## config.mk

```make
export PLATFORM = sky130hd
export DESIGN_NAME = uart_tx_scheduler
export DESIGN_NICKNAME = d
export VERILOG_FILES = /design/src/rtl/whack_pkg.sv /design/src/rtl/uart_tx_scheduler_sat_counter.sv /design/src/rtl/uart_tx_scheduler.sv
export SDC_FILE = /design/constraint.sdc
export NUM_CORES = 1
export LEC_CHECK = 0
export ABC_CLOCK_PERIOD_IN_PS = 3700
export BUFFER_PORTS_ARGS = -buffer_cell sky130_fd_sc_hd__buf_2
export CELL_PAD_IN_SITES_DETAIL_PLACEMENT = 1
export CELL_PAD_IN_SITES_GLOBAL_PLACEMENT = 2
export CORE_MARGIN = 4
export CORE_UTILIZATION = 34
export CTS_BUF_LIST = sky130_fd_sc_hd__clkbuf_8
export DETAILED_ROUTE_END_ITERATION = 10
export PLACE_DENSITY = 0.91
export SETUP_SLACK_MARGIN = 0.05
export SYNTH_ARGS = -nofsm -noshare
export SYNTH_HDL_FRONTEND = slang
export SYNTH_SLANG_ARGS = --single-unit
```

## constraint.sdc

```tcl
create_clock -name clock -period 3.7 [get_ports clock]
set_clock_uncertainty 0.2 [all_clocks]
set_input_delay 0.185 -clock clock [delete_from_list [all_inputs] [get_ports clock]]
set_output_delay 0.185 -clock clock [all_outputs]
set_load 0.02 [all_outputs]
```

## src/rtl/whack_pkg.sv

```systemverilog
// Shared definitions for the whack-a-mole design: UART character codes,
// game FSM codes and the TX scheduler state encoding.
package whack_pkg;

  localparam logic [7:0] CH_R    = 8'h52;
  localparam logic [7:0] CH_H    = 8'h48;
  localparam logic [7:0] CH_ZERO = 8'h30;

  localparam logic [1:0] FSM_IDLE    = 2'd0;
  localparam logic [1:0] FSM_RUNNING = 2'd1;
  localparam logic [1:0] FSM_FINISH  = 2'd2;

  typedef enum logic [1:0] {
    SCHED_IDLE      = 2'd0,
    SCHED_WAIT_RISE = 2'd1,
    SCHED_WAIT_FALL = 2'd2
  } sched_state_t;

  typedef enum logic [1:0] {
    GRANT_NONE = 2'd0,
    GRANT_OVER = 2'd1,
    GRANT_HIT  = 2'd2,
    GRANT_MOLE = 2'd3
  } grant_t;

  function automatic logic [7:0] mole_char(input logic [2:0] idx);
    return CH_ZERO + {5'd0, idx};
  endfunction

endpackage

```

## src/rtl/uart_tx_scheduler_sat_counter.sv

```systemverilog
// Up/down counter that holds at 0 and at MAX; simultaneous inc and dec cancel.
module sat_counter #(
  parameter int WIDTH = 8,
  parameter int MAX   = 255
) (
  input  logic             clock,
  input  logic             reset,
  input  logic             clear,
  input  logic             inc,
  input  logic             dec,
  output logic [WIDTH-1:0] count,
  output logic             at_max
);

  localparam logic [WIDTH-1:0] MAX_VAL = WIDTH'(MAX);

  assign at_max = (count == MAX_VAL);

  always_ff @(posedge clock or posedge reset) begin
    if (reset) begin
      count <= '0;
    end else if (clear) begin
      count <= '0;
    end else if (inc && !dec && !at_max) begin
      count <= count + 1'b1;
    end else if (dec && !inc && (count != '0)) begin
      count <= count - 1'b1;
    end
  end

endmodule

```

## src/rtl/uart_tx_scheduler.sv

```systemverilog
// Captures game events as pending requests and feeds them one byte at a time
// to uart_tx in fixed priority order (over > hit > mole).
module uart_tx_scheduler
  import whack_pkg::*;
#(
  parameter int HIT_DEPTH    = 3,
  parameter int BUSY_TIMEOUT = 4
) (
  input  logic         clock,
  input  logic         reset,
  input  logic         flush,
  input  logic         evt_over,
  input  logic         evt_hit,
  input  logic         evt_mole,
  input  logic [2:0]   mole_idx,
  input  logic         tx_busy,
  output logic         tx_start,
  output logic [7:0]   tx_data,
  output logic [2:0]   pending,
  output logic [7:0]   drop_count,
  output logic         sched_busy,
  output sched_state_t dbg_state
);

  localparam int TW = $clog2(BUSY_TIMEOUT + 1);

  // Handshake with uart_tx: tx_start is a one-cycle request qualified by
  // tx_data; uart_tx acknowledges by raising tx_busy and signals completion by
  // dropping it. A start is only issued while tx_busy is low.
  sched_state_t  state;
  sched_state_t  state_next;
  grant_t        grant;
  logic [TW-1:0] timer;
  logic          over_flag;
  logic          mole_flag;
  logic [2:0]    mole_sel;
  logic [2:0]    hit_count;
  logic          hit_full;
  logic          drop_full;
  logic          mole_valid;
  logic          hit_grant;
  logic          drop_evt;

  assign mole_valid = evt_mole && (mole_idx <= 3'd4);
  assign hit_grant  = (grant == GRANT_HIT);
  assign drop_evt   = evt_hit && hit_full && !hit_grant && !flush;

  always_comb begin
    state_next = state;
    grant      = GRANT_NONE;
    unique case (state)
      SCHED_IDLE: begin
        if (!flush && !tx_busy) begin
          if (over_flag)               grant = GRANT_OVER;
          else if (hit_count != 3'd0)  grant = GRANT_HIT;
          else if (mole_flag)          grant = GRANT_MOLE;
          if (grant != GRANT_NONE) state_next = SCHED_WAIT_RISE;
        end
      end
      SCHED_WAIT_RISE: begin
        // No acknowledge within the window: the byte counts as sent.
        if (tx_busy)                              state_next = SCHED_WAIT_FALL;
        else if (timer == TW'(BUSY_TIMEOUT - 1))  state_next = SCHED_IDLE;
      end
      SCHED_WAIT_FALL: begin
        if (!tx_busy) state_next = SCHED_IDLE;
      end
      default: state_next = SCHED_IDLE;
    endcase
  end

  always_ff @(posedge clock or posedge reset) begin
    if (reset) begin
      state    <= SCHED_IDLE;
      timer    <= '0;
      tx_start <= 1'b0;
      tx_data  <= 8'h00;
    end else begin
      state    <= state_next;
      tx_start <= (grant != GRANT_NONE);
      if (state == SCHED_WAIT_RISE) timer <= timer + 1'b1;
      else                          timer <= '0;
      unique case (grant)
        GRANT_OVER: tx_data <= CH_R;
        GRANT_HIT:  tx_data <= CH_H;
        GRANT_MOLE: tx_data <= mole_char(mole_sel);
        default:    tx_data <= tx_data;
      endcase
    end
  end

  // Set wins over a same-cycle grant clear; flush wins over everything.
  always_ff @(posedge clock or posedge reset) begin
    if (reset) begin
      over_flag <= 1'b0;
      mole_flag <= 1'b0;
      mole_sel  <= 3'd0;
    end else if (flush) begin
      over_flag <= 1'b0;
      mole_flag <= 1'b0;
    end else begin
      if (evt_over)                 over_flag <= 1'b1;
      else if (grant == GRANT_OVER) over_flag <= 1'b0;
      if (mole_valid) begin
        mole_flag <= 1'b1;
        mole_sel  <= mole_idx;
      end else if (grant == GRANT_MOLE) begin
        mole_flag <= 1'b0;
      end
    end
  end

  sat_counter #(.WIDTH(3), .MAX(HIT_DEPTH)) u_hit_q (
    .clock  (clock),
    .reset  (reset),
    .clear  (flush),
    .inc    (evt_hit),
    .dec    (hit_grant),
    .count  (hit_count),
    .at_max (hit_full)
  );

  sat_counter #(.WIDTH(8), .MAX(255)) u_drop_cnt (
    .clock  (clock),
    .reset  (reset),
    .clear  (1'b0),
    .inc    (drop_evt && !drop_full),
    .dec    (1'b0),
    .count  (drop_count),
    .at_max (drop_full)
  );

  assign pending    = {over_flag, (hit_count != 3'd0), mole_flag};
  assign sched_busy = (state != SCHED_IDLE);
  assign dbg_state  = state;

endmodule
```

Word level (Yosys, flattened, before mapping)
Index checks and enable logic that the tools add are counted.

Multiplexer cells: 24. $add $sub $neg: 5. Bitwise operators: 1. Reduce and logical (&&, ||, !) cells: 28. $lt $le $gt $ge: 1. Equality and inequality tests: 12.

Operators with widths (number): $mux W2 (12); $pmux W8 S3 (1); $reduce_bool A3 Y1 (5); $mux W3 (4); $logic_and A1 B1 Y1 (11); $add A8 B1 Y8 const B (1); $eq A8 B8 Y1 const B (1); $add A6 B3 Y7 const A (1); $add A3 B1 Y3 const B (2); $eq A2 B2 Y1 const B (3); $eq A3 B2 Y1 const B (2); $logic_not A1 Y1 (6); $mux W1 (6); $ne A2 B2 Y1 const B (3); $pmux W2 S3 (1); $reduce_bool A2 Y1 (3); $eq A2 B1 Y1 const B (2); $reduce_and A4 Y1 (1); $le A3 B3 Y1 const B (1); $ne A3 B3 Y1 const B (1); $sub A3 B1 Y3 const B (1); $logic_not A2 Y1 (1); $reduce_and A2 Y1 (1); $not A1 Y1 (1).

Register bits: 30. Output and inout port bits: 23. Input bits: 10. Word-level logic and storage cells: 80.

Depth between registers and ports, before layout
Depth in word-level cells: 13. Depth in mapped cells: 6. Mapped depth without buffers: 5.

Hierarchy
From an unflattened synthesis, not the netlist that was laid out.

Cells, all modules: 199. Area total of the unflattened synthesis: 1960.6 um^2.

Modules (own cells, without submodules): uart_tx_scheduler (cells an instance 77, sequential area each 450.4 um^2, area each 902.1 um^2, instances 1); sat_counter at u_drop_cnt (cells an instance 91, sequential area each 200.2 um^2, area each 809.5 um^2, instances 1); sat_counter at u_hit_q (cells an instance 31, sequential area each 75.1 um^2, area each 249.0 um^2, instances 1).

Least setup slack after synthesis
OpenSTA, ideal clock, no wires.

Path type: reg2reg. Start: reg state[1] (netlist: dbg_state[1]). End: reg u_hit_q.count[2]. Path slack: 1.019 ns. Stages on the path, launching flop included: 7. Setup time: 0.122 ns. Buffers on the path: 1. Arrival: 2.359 ns. Path through: dfrtp_1 -> or4_1 -> buf_2 -> o311a_4 -> fa_1 -> mux2i_1 -> a2111oi_1.

Longest elaborated chain between the ends: 8.

RTL lines: from (decl) (RTL line uart_tx_scheduler.sv:30) `sched_state_t state;`; from (signal assigned) (RTL line uart_tx_scheduler.sv:79) `state <= state_next;`; $logic_not A2 Y1 (*) (RTL line uart_tx_scheduler.sv:51) `unique case (state)`; $mux W2 (*) (RTL line uart_tx_scheduler.sv:51); $eq A2 B2 Y1 (*) (RTL line uart_tx_scheduler.sv:45) `assign hit_grant = (grant == GRANT_HIT);`; $logic_not A1 Y1 (RTL line uart_tx_scheduler_sat_counter.sv:24) `end else if (inc && !dec && !at_max) begin`; $logic_and A1 B1 Y1 (2 in a row) (RTL line uart_tx_scheduler_sat_counter.sv:24); $mux W3 (RTL line uart_tx_scheduler_sat_counter.sv:24); $mux W3 (RTL line uart_tx_scheduler_sat_counter.sv:22) `end else if (clear) begin`; to (signal assigned) (RTL line uart_tx_scheduler_sat_counter.sv:25) `count <= count + 1'b1;`; to (signal assigned) (RTL line uart_tx_scheduler_sat_counter.sv:27) `count <= count - 1'b1;`; to (decl) (RTL line uart_tx_scheduler_sat_counter.sv:11) `output logic [WIDTH-1:0] count,`.

Mark *: on every way between the ends. The rest lies on a longest branch, timed or not. A chain may end at the register's enable or synchronous reset.

Worst setup path after layout
Start: in flush. End: reg u_hit_q.count[2].

Longest elaborated chain between the ends: 10.

RTL lines: from (decl) (RTL line uart_tx_scheduler.sv:11) `input logic flush,`; $logic_not A1 Y1 (RTL line uart_tx_scheduler.sv:53) `if (!flush && !tx_busy) begin`; $logic_and A1 B1 Y1 (RTL line uart_tx_scheduler.sv:53); $mux W2 (RTL line uart_tx_scheduler.sv:53); $mux W2 (RTL line uart_tx_scheduler.sv:51); $eq A2 B2 Y1 (RTL line uart_tx_scheduler.sv:45); $logic_not A1 Y1 (RTL line uart_tx_scheduler_sat_counter.sv:24); $logic_and A1 B1 Y1 (2 in a row) (RTL line uart_tx_scheduler_sat_counter.sv:24); $mux W3 (RTL line uart_tx_scheduler_sat_counter.sv:24); $mux W3 (RTL line uart_tx_scheduler_sat_counter.sv:22).

Several ways; a longest one is shown, not always the timed one.

==> metrics.md <==
| Metric | Value |
|---|---|
| Synthesis warning total | 0 |
| Failing checks | hold timing |
| Vias in the first global route | 1,202 |
| Cts repair resizes | 0 |
| GR Util All Layers | 14.3% |
| Root Buffer | clkbuf_8 |
| DR WL/cell | 15.1 um |
| Tmin final | 3.04 ns |
| CTS H-tree lvls | 2 |
| Commonest non-fill, non-tap cells in the layout | 31 x buf_2, 29 x dfrtp_1, 12 x inv_1, 8 x nor2_1, 7 x xor2_1 |
| DP HPWL | 2450 um |
| Longest Clk Path Bufs | 2 |
| Hold Slack | -0.0186 ns |
| Max Cap Viol | 0 |
| CTS Buf Count | 5 |
| Drt drc | 0 |
| First-pass GRT wire length | 5750 um |
| Synth Area in Compound Gates | 12.5% |
| Synth Cell Area | 1400 um^2 |
| Reg2Reg Capture Point | u_hit_q.count[2] |
| Area Growth Syn to Fin | 24.6% |
| Core area | 4000 um^2 |
| Number of buffers added for setup after CTS | 0 |
| # diodes | 0 |
| Worst-Skew Late Latency | 0.28 ns |
| Routability Congestion | 0.741 |
| Final Core Density | 43.6% |
| Sequential share of the synthesized area | 51.8% |
| Rows | 23 |
| Sink Count | 29 |
| Die H | 72.2 um |
| Largest net degree at the start of global routing | 30 |
| Req. time, crit path | 3.66 ns |
| Gr ovfl total | 0 |
| Clk slew on worst S/H paths | 0.06 ns |
| # port buffers | 31 |
| PwrDens | 554 nW/um^2 |
| CTS tree | done |
| Netlist cell types | 39 |
| Die Width | 72.2 um |
| DRT Wirelength | 3270 um |
| Status | finished, violations left |
| Seq cells post-synth | 29 |
| Kind of critical path | in -> reg |
| Final Max Slew Viols | 0 |
| R2R setup slack | 0.87 ns |
| Crit path max fanout | 8 |
| Post-Synth XOR/XNOR Area | 4.38% |
| Vias per cell | 5.10 |
| Critical Path AT | 3.00 ns |
| Hold_buf cts | 5 |
| Number of synthesized flops with an enable pin | 0 |
| Multiplexer share of the synthesized area | 3.84% |
| Final setup vio count | 0 |
| Actual slew at the worst max-slew pin | 1.11 ns |
| Crit-path cells | dlygate4sd3_1 -> buf_2 -> or4_1 -> o311a_4 -> fa_1 -> mux2i_1 -> a2111oi_1 |
| RSZ-0062 raised after global routing | no |
| Simple-gate portion of the synthesized area | 17.2% |
| Commonest non-fill, non-tap cell in the layout | buf_2 |
| Initial DRT Pass Iterations | 4 |
| Layout cells sized above 1 | 27.5% |
| Final setup TNS | 0 ns |
| Initial antenna violation count | 0 |
| Main synth FF type | dfrtp_1 |
| Ports | 33 |
| Post-route ant nets | 0 |
| Synthesized instance count | 130 |
| Slew HR | 25.6% |
| Asr flop ratio synth | 100% |
| Die ar. | 5210 um^2 |
| Main combinational cell family by area after synthesis | simple AND/OR/NAND/NOR gates |
| Maximum vdd drop | 0.000198 V |
| Synth Area in Adders | 4.11% |
| Nets@finish | 180 |
| Worst r2r src | dbg_state[1] |
| Filler cells | 450 |
| Crit-path slowest cell | or4_1 |
| Static Leak | 0.892 nW |
| Initial drt markers | 26 |
| Worst stage delay on the critical path | 0.71 ns |
| Vias post-DR | 1,106 |
| Avg Cell Area, Syn | 10.8 um^2 |
| Maximum clock frequency | 329 MHz |
| Final Hold Fails | 29 |
| Startpoint Class | input port |
| Worst min path class | in -> async |
| Reg2reg path depth | 5 |
| Syn Nets | 144 |
| Tcrit/Tclk final | 82.2% |
| Initial Util | 35.0% |
| Crit. End Element | flop |
-- registers in the layout, summed over array words and instances, names as in the netlist --
name	cells
dbg_state	2
u_hit_q.count	3
over_flag	1
mole_flag	1
tx_data	7
mole_sel	3
tx_start	1
u_drop_cnt.count	8
timer	3
-- metal layers --
metal / GRT usage [%] / up-vias / part of all wire, %
met3: 5.82 / 8 / 6.8
met2: 23.0 / 33 / 49
met1: 17.3 / 538 / 42
li1: - / 527 / -
met5: 0 / - / 0
met4: 5.01 / 0 / 1.8
-- cell type report --
class                   instances  area [um^2]  area share (%)
clock inverters                 2         33.8            1.94
well taps                      50         62.6            3.59
inverters                      11         41.3            2.37
repair buffers                 36          205            11.8
multi-input cells              83          593            34.0
clock buffers                   6         82.6            4.73
flip-flops and latches         29          726            41.6
-- cells by family (layout without fill, tap and decap cells) --
group           Yosys count  in the layout
mux                       5              5
flops                    29             29
compound gates           24             24
fa+ha+maj                 4              4
buf+inv                  18             55
simple gates             42             42
xor+xnor                  7              7
other cells               1              1
-- worst max-delay path: cells and delay by family --
kind,cells,cell delay [ns]
simple gates,1,0.71
compound gates,2,0.84
fa+ha+maj,1,0.44
mux,1,0.15
buf+inv,2,0.68
-- cell usage after synthesis (2+ instances only) --
cell type	count	share of area (%)
dfrtp_1	29	52
ha_1	3	2.7
mux2_2	3	2.4
nor3_1	4	1.4
a21o_1	2	1.1
xor2_1	7	4.4
buf_1	2	0.54
buf_2	2	0.71
a32o_1	2	1.4
mux2i_1	2	1.4
nand2_1	6	1.6
inv_1	11	2.9
nand3_1	4	1.4
nor2_1	8	2.1
buf_4	3	1.6
o2111ai_1	2	1.3
nand2b_1	2	0.89
or3_1	2	0.89
o21ai_0	6	2.1
a21oi_1	6	2.1
nor3b_1	2	1.1
nor4_1	4	1.8
or2_2	2	0.89
-- per-stage QoR --
step / power (W) / cells / hold slack, ns / cell area (um^2) / setup slack [ns]
floorplan: 0.000558 / 130 / 0.0481 / 1400 / 1.02
global placement: 0.000624 / 204 / 0.176 / 1580 / 1.02
detailed placement: 0.000636 / 204 / 0.190 / 1580 / 0.888
CTS: 0.000981 / 217 / 0.00698 / 1740 / 0.664
global route: 0.00103 / 217 / 0.00297 / 1740 / 0.533
finish: 0.000966 / 217 / -0.0186 / 1740 / 0.660
-- worst max-delay path by stage --
stage                       startpoint  slack [ns]                to
after floorplan           dbg_state[1]        1.02  u_hit_q.count[2]
after global placement    dbg_state[1]        1.02  u_hit_q.count[2]
after detailed placement  dbg_state[1]        0.89  u_hit_q.count[2]
after CTS                        flush        0.66  u_hit_q.count[2]
after global routing             flush        0.53  u_hit_q.count[2]
final                            flush        0.66  u_hit_q.count[2]
-- report_power, final --
| part | internal (W) | leakage [nW] | switching, W |
|---|---|---|---|
| clock | 0.000216 | 0.0626 | 0.000120 |
| sequential | 0.000366 | 0.378 | 0.0000398 |
| combinational | 0.0000853 | 0.451 | 0.000139 |
| total | 0.000668 | 0.892 | 0.000298 |
Power figures use the tool's default switching activity.
